`src/rtl/conv_feed_pkg.sv`:
```
// Shared types and defaults for the conv engine feeder: FSM states, parameter defaults, watchdog sizing.
package conv_feed_pkg;

    typedef enum logic [1:0] {
        FILL = 2'd0,
        RUN  = 2'd1,
        OUT  = 2'd2
    } feed_state_t;

    localparam int CONV_INWIDTH         = 8;
    localparam int CONV_OUTWIDTH        = 25;
    localparam int CONV_KERNEL_SIZE     = 21;
    localparam int CONV_KERNEL_SIZE_BIT = 5;
    localparam int CONV_TIMEOUT         = 64;

    // The watchdog counter must be able to reach TIMEOUT itself before it fires.
    function automatic int wd_bits(input int timeout);
        return $clog2(timeout + 1);
    endfunction

endpackage

```
`src/rtl/conv_window_shift.sv`:
```
// KERNEL_SIZE-lane pixel shift register: lane 0 oldest, new pixel enters the top lane; clear wins over shift.
module conv_window_shift
    import conv_feed_pkg::*;
#(
    parameter int INWIDTH     = CONV_INWIDTH,
    parameter int KERNEL_SIZE = CONV_KERNEL_SIZE
) (
    input  logic                           clk,
    input  logic                           reset,
    input  logic                           i_shift,
    input  logic                           i_clear,
    input  logic [INWIDTH-1:0]             i_data,
    output logic [KERNEL_SIZE*INWIDTH-1:0] o_window
);

    logic [KERNEL_SIZE*INWIDTH-1:0] r_win;

    always_ff @(posedge clk) begin
        if (!reset || i_clear) begin
            r_win <= '0;
        end else if (i_shift) begin
            r_win <= {i_data, r_win[KERNEL_SIZE*INWIDTH-1:INWIDTH]};
        end
    end

    assign o_window = r_win;

endmodule

```
`src/rtl/conv_feeder.sv`:
```
// Feeds sliding pixel windows to the conv engine, holds operands until eng_done, returns the sum on valid/ready.
// One-cycle gap between engine starts; output backpressure stalls input. CONV_FEED_TIMEOUT_EN adds a RUN watchdog.
module conv_feeder
    import conv_feed_pkg::*;
#(
    parameter int INWIDTH         = CONV_INWIDTH,
    parameter int OUTWIDTH        = CONV_OUTWIDTH,
    parameter int KERNEL_SIZE     = CONV_KERNEL_SIZE,
    parameter int KERNEL_SIZE_BIT = CONV_KERNEL_SIZE_BIT,
    parameter int TIMEOUT         = CONV_TIMEOUT
) (
    input  logic                           clk,
    input  logic                           reset,
    input  logic                           in_valid,
    output logic                           in_ready,
    input  logic [INWIDTH-1:0]             in_data,
    input  logic                           in_last,
    input  logic                           kern_load,
    input  logic [KERNEL_SIZE*INWIDTH-1:0] kern_in,
    output logic                           eng_start,
    output logic [KERNEL_SIZE*INWIDTH-1:0] eng_x,
    output logic [KERNEL_SIZE*INWIDTH-1:0] eng_kernel,
    input  logic [OUTWIDTH-1:0]            eng_result,
    input  logic                           eng_done,
    output logic                           out_valid,
    input  logic                           out_ready,
    output logic [OUTWIDTH-1:0]            out_data,
    output logic                           out_err
);

    localparam int VW = KERNEL_SIZE * INWIDTH;
    localparam logic [KERNEL_SIZE_BIT-1:0] K_FULL  = KERNEL_SIZE_BIT'(KERNEL_SIZE);
    localparam logic [KERNEL_SIZE_BIT-1:0] K_SLIDE = KERNEL_SIZE_BIT'(KERNEL_SIZE - 1);

    feed_state_t                r_state;
    logic [KERNEL_SIZE_BIT-1:0] r_count;
    logic                       r_last;
    logic                       r_eng_start;
    logic                       r_out_valid;
    logic [VW-1:0]              r_kernel;
    logic [OUTWIDTH-1:0]        r_out_data;

    logic                       w_accept;
    logic                       w_full;
    logic                       w_clear;
    logic [KERNEL_SIZE_BIT-1:0] w_count_nxt;

    assign w_accept    = in_valid && (r_state == FILL);
    assign w_count_nxt = (r_count == K_FULL) ? K_FULL : r_count + 1'b1;
    assign w_full      = (w_count_nxt == K_FULL);
    // A finished line restarts from an empty window; otherwise the window keeps K-1 pixels to slide.
    assign w_clear     = (r_state == OUT) && out_ready && r_last;

    conv_window_shift #(
        .INWIDTH    (INWIDTH),
        .KERNEL_SIZE(KERNEL_SIZE)
    ) u_window (
        .clk     (clk),
        .reset   (reset),
        .i_shift (w_accept),
        .i_clear (w_clear),
        .i_data  (in_data),
        .o_window(eng_x)
    );

`ifdef CONV_FEED_TIMEOUT_EN
    localparam int WD_W = wd_bits(TIMEOUT);
    logic [WD_W-1:0] r_wd;
    logic            r_out_err;
    assign out_err = r_out_err;
`else
    logic w_unused_cfg;
    assign w_unused_cfg = ^TIMEOUT;
    assign out_err      = 1'b0;
`endif

    always_ff @(posedge clk) begin
        if (!reset) begin
            r_state     <= FILL;
            r_count     <= '0;
            r_last      <= 1'b0;
            r_kernel    <= '0;
            r_eng_start <= 1'b0;
            r_out_valid <= 1'b0;
            r_out_data  <= '0;
`ifdef CONV_FEED_TIMEOUT_EN
            r_wd        <= '0;
            r_out_err   <= 1'b0;
`endif
        end else begin
            if (kern_load && (r_state != RUN)) begin
                r_kernel <= kern_in;
            end
            case (r_state)
                FILL: begin
                    if (w_accept) begin
                        if (w_full) begin
                            r_count     <= w_count_nxt;
                            r_last      <= in_last;
                            r_eng_start <= 1'b1;
                            r_state     <= RUN;
                        end else if (in_last) begin
                            r_count <= '0;
                            r_last  <= 1'b0;
                        end else begin
                            r_count <= w_count_nxt;
                            r_last  <= in_last;
                        end
                    end
                end
                RUN: begin
                    if (eng_done) begin
                        r_out_data  <= eng_result;
                        r_eng_start <= 1'b0;
                        r_out_valid <= 1'b1;
                        r_state     <= OUT;
`ifdef CONV_FEED_TIMEOUT_EN
                        r_out_err   <= 1'b0;
                        r_wd        <= '0;
`endif
                    end
`ifdef CONV_FEED_TIMEOUT_EN
                    else if (r_wd == WD_W'(TIMEOUT)) begin
                        r_out_data  <= '0;
                        r_out_err   <= 1'b1;
                        r_eng_start <= 1'b0;
                        r_out_valid <= 1'b1;
                        r_wd        <= '0;
                        r_state     <= OUT;
                    end else begin
                        r_wd <= r_wd + 1'b1;
                    end
`endif
                end
                OUT: begin
                    if (out_ready) begin
                        r_out_valid <= 1'b0;
                        r_state     <= FILL;
                        if (r_last) begin
                            r_count <= '0;
                            r_last  <= 1'b0;
                        end else begin
                            r_count <= K_SLIDE;
                        end
                    end
                end
                default: r_state <= FILL;
            endcase
        end
    end

    assign in_ready   = (r_state == FILL);
    // Gated by reset so the engine sees start fall while reset is still asserted.
    assign eng_start  = r_eng_start & reset;
    assign eng_kernel = r_kernel;
    assign out_valid  = r_out_valid;
    assign out_data   = r_out_data;

endmodule

```
`config.mk`:
```
export PLATFORM = sky130hd
export DESIGN_NAME = conv_feeder
export DESIGN_NICKNAME = d
export VERILOG_FILES = /design/src/rtl/conv_feed_pkg.sv /design/src/rtl/conv_window_shift.sv /design/src/rtl/conv_feeder.sv
export SDC_FILE = /design/constraint.sdc
export NUM_CORES = 1
export LEC_CHECK = 0
export CAP_MARGIN = 20
export CORE_AREA = 5 5 217 219
export DETAILED_ROUTE_END_ITERATION = 10
export DIE_AREA = 0 0 222 224
export PLACE_DENSITY_LB_ADDON = 0.2
export SKIP_LAST_GASP = 1
export SYNTH_ARGS = -nofsm -noshare
export SYNTH_HDL_FRONTEND = slang
export SYNTH_SLANG_ARGS = --single-unit
```
`constraint.sdc`:
```
create_clock -name clk -period 3.7 [get_ports clk]
set_input_delay 0.555 -clock clk [delete_from_list [all_inputs] [get_ports clk]]
set_output_delay 0.555 -clock clk [all_outputs]
set_load 0.01 [all_outputs]
```
==> reports/qor.json, run 1 <==
{
  "run_status": {
    "outcome": "finished, final reports clean"
  },
  "grt": {
    "antenna_found_initial": 6,
    "grt_start_max_net_pins": 205,
    "groute.layer.met1.usage_pct": 22.0,
    "use_met3_pct": 7.81,
    "peak_usage_layer_in_the_global_routing_report": "met2",
    "grt_overflow_total": 0,
    "globalRouteMet2Util_pct": 33.0,
    "gr-usage-all-layers_pct": 19.2,
    "grt_pass1_vias": 12600,
    "grt_pass1_wl_um": 76200
  },
  "worst_setup_path": {
    "critPathRequiredTime_ps": 3140,
    "worst_setup_path_endpoint": "in_ready",
    "critPathCaptureType": "output pin",
    "rr_endpoint": "u_window.o_window[78]",
    "crit_path_max_fanout": 13,
    "r2r_cells": 4,
    "register_to_register_setup_slack_ps": 1470,
    "timing.critical_path.from": "r_state[1]",
    "cp_data_arrival_time_ps": 1850,
    "startpoint_type": "flop",
    "worstReg2RegStart": "r_state[1]",
    "worstSetupPathType": "flop to output pin"
  },
  "layout": {
    "multiInputGateArea_um2": 5520,
    "area_growth_syn_to_fin_pct": 56.2,
    "fin_cells": 2809,
    "final_net_count": 2382,
    "final_layout_size_suffix_gt1_share_pct": 4.72,
    "num-fill-cells": 4420,
    "area.sequential_um2": 7430
  },
  "timing": {
    "final.period_utilization_pct": 65.1,
    "fin_worst_skew_ps": 27.5,
    "period_minus_slack_ps": 2410,
    "tns_ps": 0,
    "max_clock_freq_mhz": 415,
    "timing.final.hold_violations": 0,
    "timing_worst_slew_pin_value_ps": 1050,
    "rsz0062_at_grt": "false",
    "final-max-slew-violation-count": 0,
    "timing.slew.headroom_pct": 30.0,
    "final_setup_violation_count": 0
  },
  "power_and_ir_drop": {
    "power.static_leakage_uw": 0.00745,
    "vdd_drop_max_v": 0.000341,
    "power_density_nw_per_um2": 433
  },
  "yosys": {
    "synth.top_cell.area_share_pct": 54.9,
    "netlist_area_um2": 13500,
    "synth_edf_count": 0,
    "synth-warning-count": 0,
    "synthMostInstantiatedCell": "nand2_1",
    "synth_commonest_cells": "nand2_1, dfxtp_1, a21oi_1, a21boi_0, buf_2",
    "syn-instance-count": 1654,
    "synthDistinctLibCells": 48,
    "ys_seq_area_share_pct": 54.9,
    "synth_area_leaders": "dfxtp_1, nand2_1, a21boi_0",
    "post_synthesis_mean_instance_area_um2": 8.18,
    "syn-num-nets": 1864,
    "synth_async_sr_flop_share_pct": 0,
    "postSynthRegisterBits": 371,
    "netlist.top_cell.by_area": "dfxtp_1",
    "synth_flop_cell": "dfxtp_1"
  },
  "clock_network": {
    "post_cts_repair_timing_setup_buffer_count": 0,
    "cts.sinks": 371,
    "cts.root.buffer_cell": "clkbuf_16",
    "clk_path_buf_depth": 3,
    "worstSkewPairLatency_ps": 570,
    "cts_h_tree_lvls": 2,
    "post_cts_resize_count": 0,
    "cts_tree": "yes",
    "clkTransAtPathRegs_ps": 60,
    "cts_buffers": 42,
    "postCtsHoldBufs": 0
  },
  "detailed_routing": {
    "drtPass1Iterations": 6,
    "detail_route.wl_per_cell_um": 18.1,
    "routed_wl_um": 50800,
    "drc_errors": 0,
    "postRouteAntennaNets": 0,
    "num_vias": 12900,
    "viasPerCell": 4.58,
    "initialDrtViolationCount": 646
  },
  "hold_path": {
    "worst_hold_path_type": "input pin to flop"
  },
  "floorplan": {
    "fp.coreArea_um2": 44900,
    "design.portCount": 573,
    "fp.dieArea_um2": 49700,
    "die_h_um": 224,
    "floorplan.initialDensity_pct": 30.1,
    "num_rows": 78,
    "die_width_um": 222
  },
  "placement": {
    "numPortBuffers": 571,
    "gpl.final_weighted_congestion": 0.818,
    "placed_insts": 2728,
    "dp_hpwl_um": 37100
  },
  "run": {
    "maxCapViolCount": 0
  }
}
## final cells by class
class / count / share of cell area, %
diodes: 5 / 0.0592
clock buffers: 65 / 6.04
clock inverters: 11 / 0.379
inverters: 7 / 0.124
multi-input cells: 1152 / 26.1
flip-flops and latches: 371 / 35.1
well taps: 600 / 3.55
repair buffers: 598 / 28.6
## metrics by stage
step / hold WS [ps] / setup slack [ps] / util (%) / instance area, um^2 / power, uW
6_report: 436 / 1290 / 47.1 / 21100 / 9150
5_1_grt: 428 / 1160 / 47.1 / 21100 / 9500
3_3_place_gp: 440 / 1150 / 44.0 / 19800 / 5160
3_5_place_dp: 444 / 1120 / 44.0 / 19800 / 5170
4_1_cts: 408 / 1230 / 47.1 / 21100 / 9300
2_1_floorplan: 458 / 2070 / - / 13500 / 4600
## sequential cells by signal, indices dropped and copies added (netlist names)
register           cells
eng_kernel           168
u_window.o_window    168
out_data              25
r_count                5
r_state                2
out_valid              1
r_eng_start            1
r_last                 1
## routing by layer
layer	vias up	routed length, um
met4	2	1170
met2	384	24700
met1	6039	20400
met3	64	4550
li1	6377	-
met5	-	17
## report_power, final
| group | leakage, uW | total [uW] | switching (uW) | internal, uW |
|---|---|---|---|---|
| clock | 0.000673 | 4080 | 1690 | 2380 |
| combinational | 0.00375 | 904 | 410 | 494 |
| sequential | 0.00302 | 4170 | 61.2 | 4110 |
## how the worst min path moves through the flow
stage                     slack, ps              to  cells past startpoint      startpoint
final                           440     r_eng_start                      3           reset
after global routing            430     r_eng_start                      3           reset
after CTS                       410     r_eng_start                      3           reset
after detailed placement        440  eng_kernel[34]                      2  eng_kernel[34]
after global placement          440  eng_kernel[32]                      2  eng_kernel[32]
after floorplan                 460          r_last                      2          r_last
## worst max-delay path, cell delays in order, from the launching register on
cell and delay (ps):
dfxtp_1 660, nor2_1 120, clkdlybuf4s50_1 520
## cells in the final DEF (no fill, tap or decap), types with 9 or more instances in the layout
cell type,instances
clkdlybuf4s50_1,570
buf_12,10
dfxtp_1,371
a21oi_1,174
clkbuf_8,14
buf_4,18
a21boi_0,147
nand2_1,726
a21boi_1,48
clkbuf_16,42
clkbuf_1,9
## cells by family (layout without fill, tap and decap cells)
group / count (synthesis) / after routing / synth area share (%)
xor+xnor: 1 / 1 / 0.0647
simple gates: 756 / 756 / 21.7
mux: 2 / 2 / 0.148
flops: 371 / 371 / 54.9
fa+ha+maj: 2 / 2 / 0.185
buf+inv: 131 / 681 / 4.40
other cells: 1 / 6 / 0.0277
compound gates: 390 / 390 / 18.6
(Power assumes the default switching activity.)
==> inputs of run 2 (changes only) <==
CORE_AREA = 5 5 218 220   (was 5 5 217 219)
DIE_AREA = 0 0 223 225   (was 0 0 222 224)
clock period = 2.35 ns   (was 3.7 ns; I/O delays follow)
==> run 2 against run 1 <==
- design area rose by 0.76%
- register-to-register slack worse by 1000 ps
- sequential share of layout area fell by 0.26 points
- die area up 0.90%
- worst setup slack lost 1000 ps
- total power rose by 59%
- wire length is 1.1% higher
- critical path type unchanged
- highest routed layer is now met4
==> reports/qor.json, run 2 (synthesized netlist as in run 1, its figures left out) <==
{
  "run_status": {
    "outcome": "finished, final reports clean"
  },
  "worst_setup_path": {
    "worst-path-buf-inv": 1,
    "crit_path_max_fanout": 13,
    "startpoint_type": "flop",
    "critPathCaptureType": "output pin",
    "worstSetupPathType": "flop to output pin",
    "cp_data_arrival_time_ps": 1750,
    "path_cells": "nor2_1 > clkdlybuf4s50_1",
    "critical_path.max_stage_delay_ps": 600,
    "cpLargestDelayFamily": "flip-flops",
    "crit_path_top_delay_cell": "dfxtp_1",
    "critPathRequiredTime_ps": 2000
  },
  "detailed_routing": {
    "num_vias": 12900,
    "detail_route.wl_per_cell_um": 18.3,
    "viasPerCell": 4.57,
    "drtPass1Iterations": 5,
    "routed_wl_um": 51400,
    "drc_errors": 0,
    "postRouteAntennaNets": 0,
    "initialDrtViolationCount": 837
  },
  "timing": {
    "final-max-slew-violation-count": 0,
    "rsz0062_at_grt": "false",
    "fin_worst_skew_ps": 10.9,
    "final.period_utilization_pct": 89.3,
    "max_clock_freq_mhz": 477,
    "timing.slew.headroom_pct": 58.3,
    "final_setup_violation_count": 0,
    "tns_ps": 0,
    "timing_worst_slew_pin_value_ps": 626,
    "period_minus_slack_ps": 2100,
    "timing.final.hold_violations": 0
  },
  "floorplan": {
    "num_rows": 78,
    "die_h_um": 225,
    "die_width_um": 223,
    "fp.dieArea_um2": 50200,
    "floorplan.initialDensity_pct": 30.0,
    "design.portCount": 573,
    "fp.coreArea_um2": 45100
  },
  "clock_network": {
    "clk_path_buf_depth": 3,
    "worstSkewPairLatency_ps": 560,
    "postCtsHoldBufs": 0,
    "clkTransAtPathRegs_ps": 60,
    "cts.root.buffer_cell": "clkbuf_16",
    "cts_tree": "yes",
    "cts.sinks": 371,
    "cts_h_tree_lvls": 2,
    "cts_buffers": 42
  },
  "layout": {
    "post-route-util_pct": 47.2,
    "leading_cell_type_in_the_layout_fill_and_taps_excluded": "nand2_1",
    "area_growth_syn_to_fin_pct": 57.4,
    "layout_common_cells": "nand2_1, clkdlybuf4s50_1, dfxtp_1",
    "final_layout_size_suffix_gt1_share_pct": 5.28,
    "final_net_count": 2392
  },
  "hold_path": {
    "worst_hold_path_type": "input pin to flop"
  },
  "grt": {
    "grt_pass1_vias": 12500,
    "grt_start_max_net_pins": 166,
    "grt_overflow_total": 0,
    "grt_pass1_wl_um": 76100,
    "gr-usage-all-layers_pct": 19.1,
    "antenna_found_initial": 3
  },
  "power_and_ir_drop": {
    "clock_power_share_pct": 44.8,
    "cell_internal_power_dissipation_uw": 11100,
    "register_share_of_total_power_pct": 45.2,
    "sw_frac_of_total_pct": 23.5,
    "power_density_nw_per_um2": 682,
    "power.switching_uw": 3410,
    "power.combinational.fraction_pct": 10.0,
    "p_total_uw": 14500,
    "vdd_drop_max_v": 0.000522,
    "power.static_leakage_uw": 0.00753
  },
  "placement": {
    "dp_hpwl_um": 37500,
    "numPortBuffers": 571,
    "gpl.final_weighted_congestion": 0.825
  },
  "run": {
    "maxCapViolCount": 0
  }
}
[run 2: per-layer routing]
| metal | wire length (um) | vias up | GRT usage (%) | share of wire, % |
|---|---|---|---|---|
| met2 | 24900 | 415 | 32.1 | 48 |
| met1 | 20700 | 6007 | 22.6 | 40 |
| met5 | 0 | - | 0 | 0 |
| li1 | - | 6393 | - | - |
| met3 | 4430 | 67 | 7.14 | 8.6 |
| met4 | 1360 | 0 | 6.38 | 2.7 |
[run 2: layout make-up]
class | instances | area, um^2
fill | 4443 | 23800
sequential | 371 | 7430
timing repair buffer | 607 | 6170
multi-input combinational | 1153 | 5530
clock buffer | 58 | 1210
tap | 600 | 751
clock inverter | 18 | 170
inverter | 7 | 26.3
antenna | 3 | 7.51
[run 2: metrics by stage]
step / cells / setup WS, ps / hold slack [ps] / instance area [um^2]
after floorplan: 1654 / 900 / 458 / 13500
after CTS: 2809 / 91.5 / 165 / 21300
after global routing: 2817 / 165 / 197 / 21300
after global placement: 2733 / 166 / 440 / 19900
final: 2817 / 252 / 206 / 21300
after detailed placement: 2733 / 106 / 446 / 19900
[run 2: power by group through the flow]
stage                     Clock [uW]  Combinational [uW]  Sequential [uW]
after global routing            6970                1570             6580
final                           6500                1450             6560
after floorplan                    0                 466             6770
after detailed placement           0                1460             6700
after CTS                       6730                1470             6560
after global placement             0                1460             6690
[run 2: what timing repair did]
| item | in CTS | in global routing |
|---|---|---|
| buffers inserted | 0 | 4 |
| gates resized for setup | 0 | 1 |
| setup endpoints to repair | 0 | 27 |
| hold endpoints to repair | 0 | 0 |
[run 2: path summary, 6_finish.rpt]
kind | from | to | slack (ps) | cells past startpoint
min reg2reg | eng_kernel[22] | eng_kernel[22] | 450 | 2
min | reset | r_eng_start | 210 | 3
max | r_state[0] | in_ready | 250 | 2
max reg2reg | r_state[1] | eng_kernel[132] | 440 | 5
[run 2: tightest hold or removal path, cell delays in order]
cell and delay (ps):
buf_4 100, and2_1 140, a22o_1 130
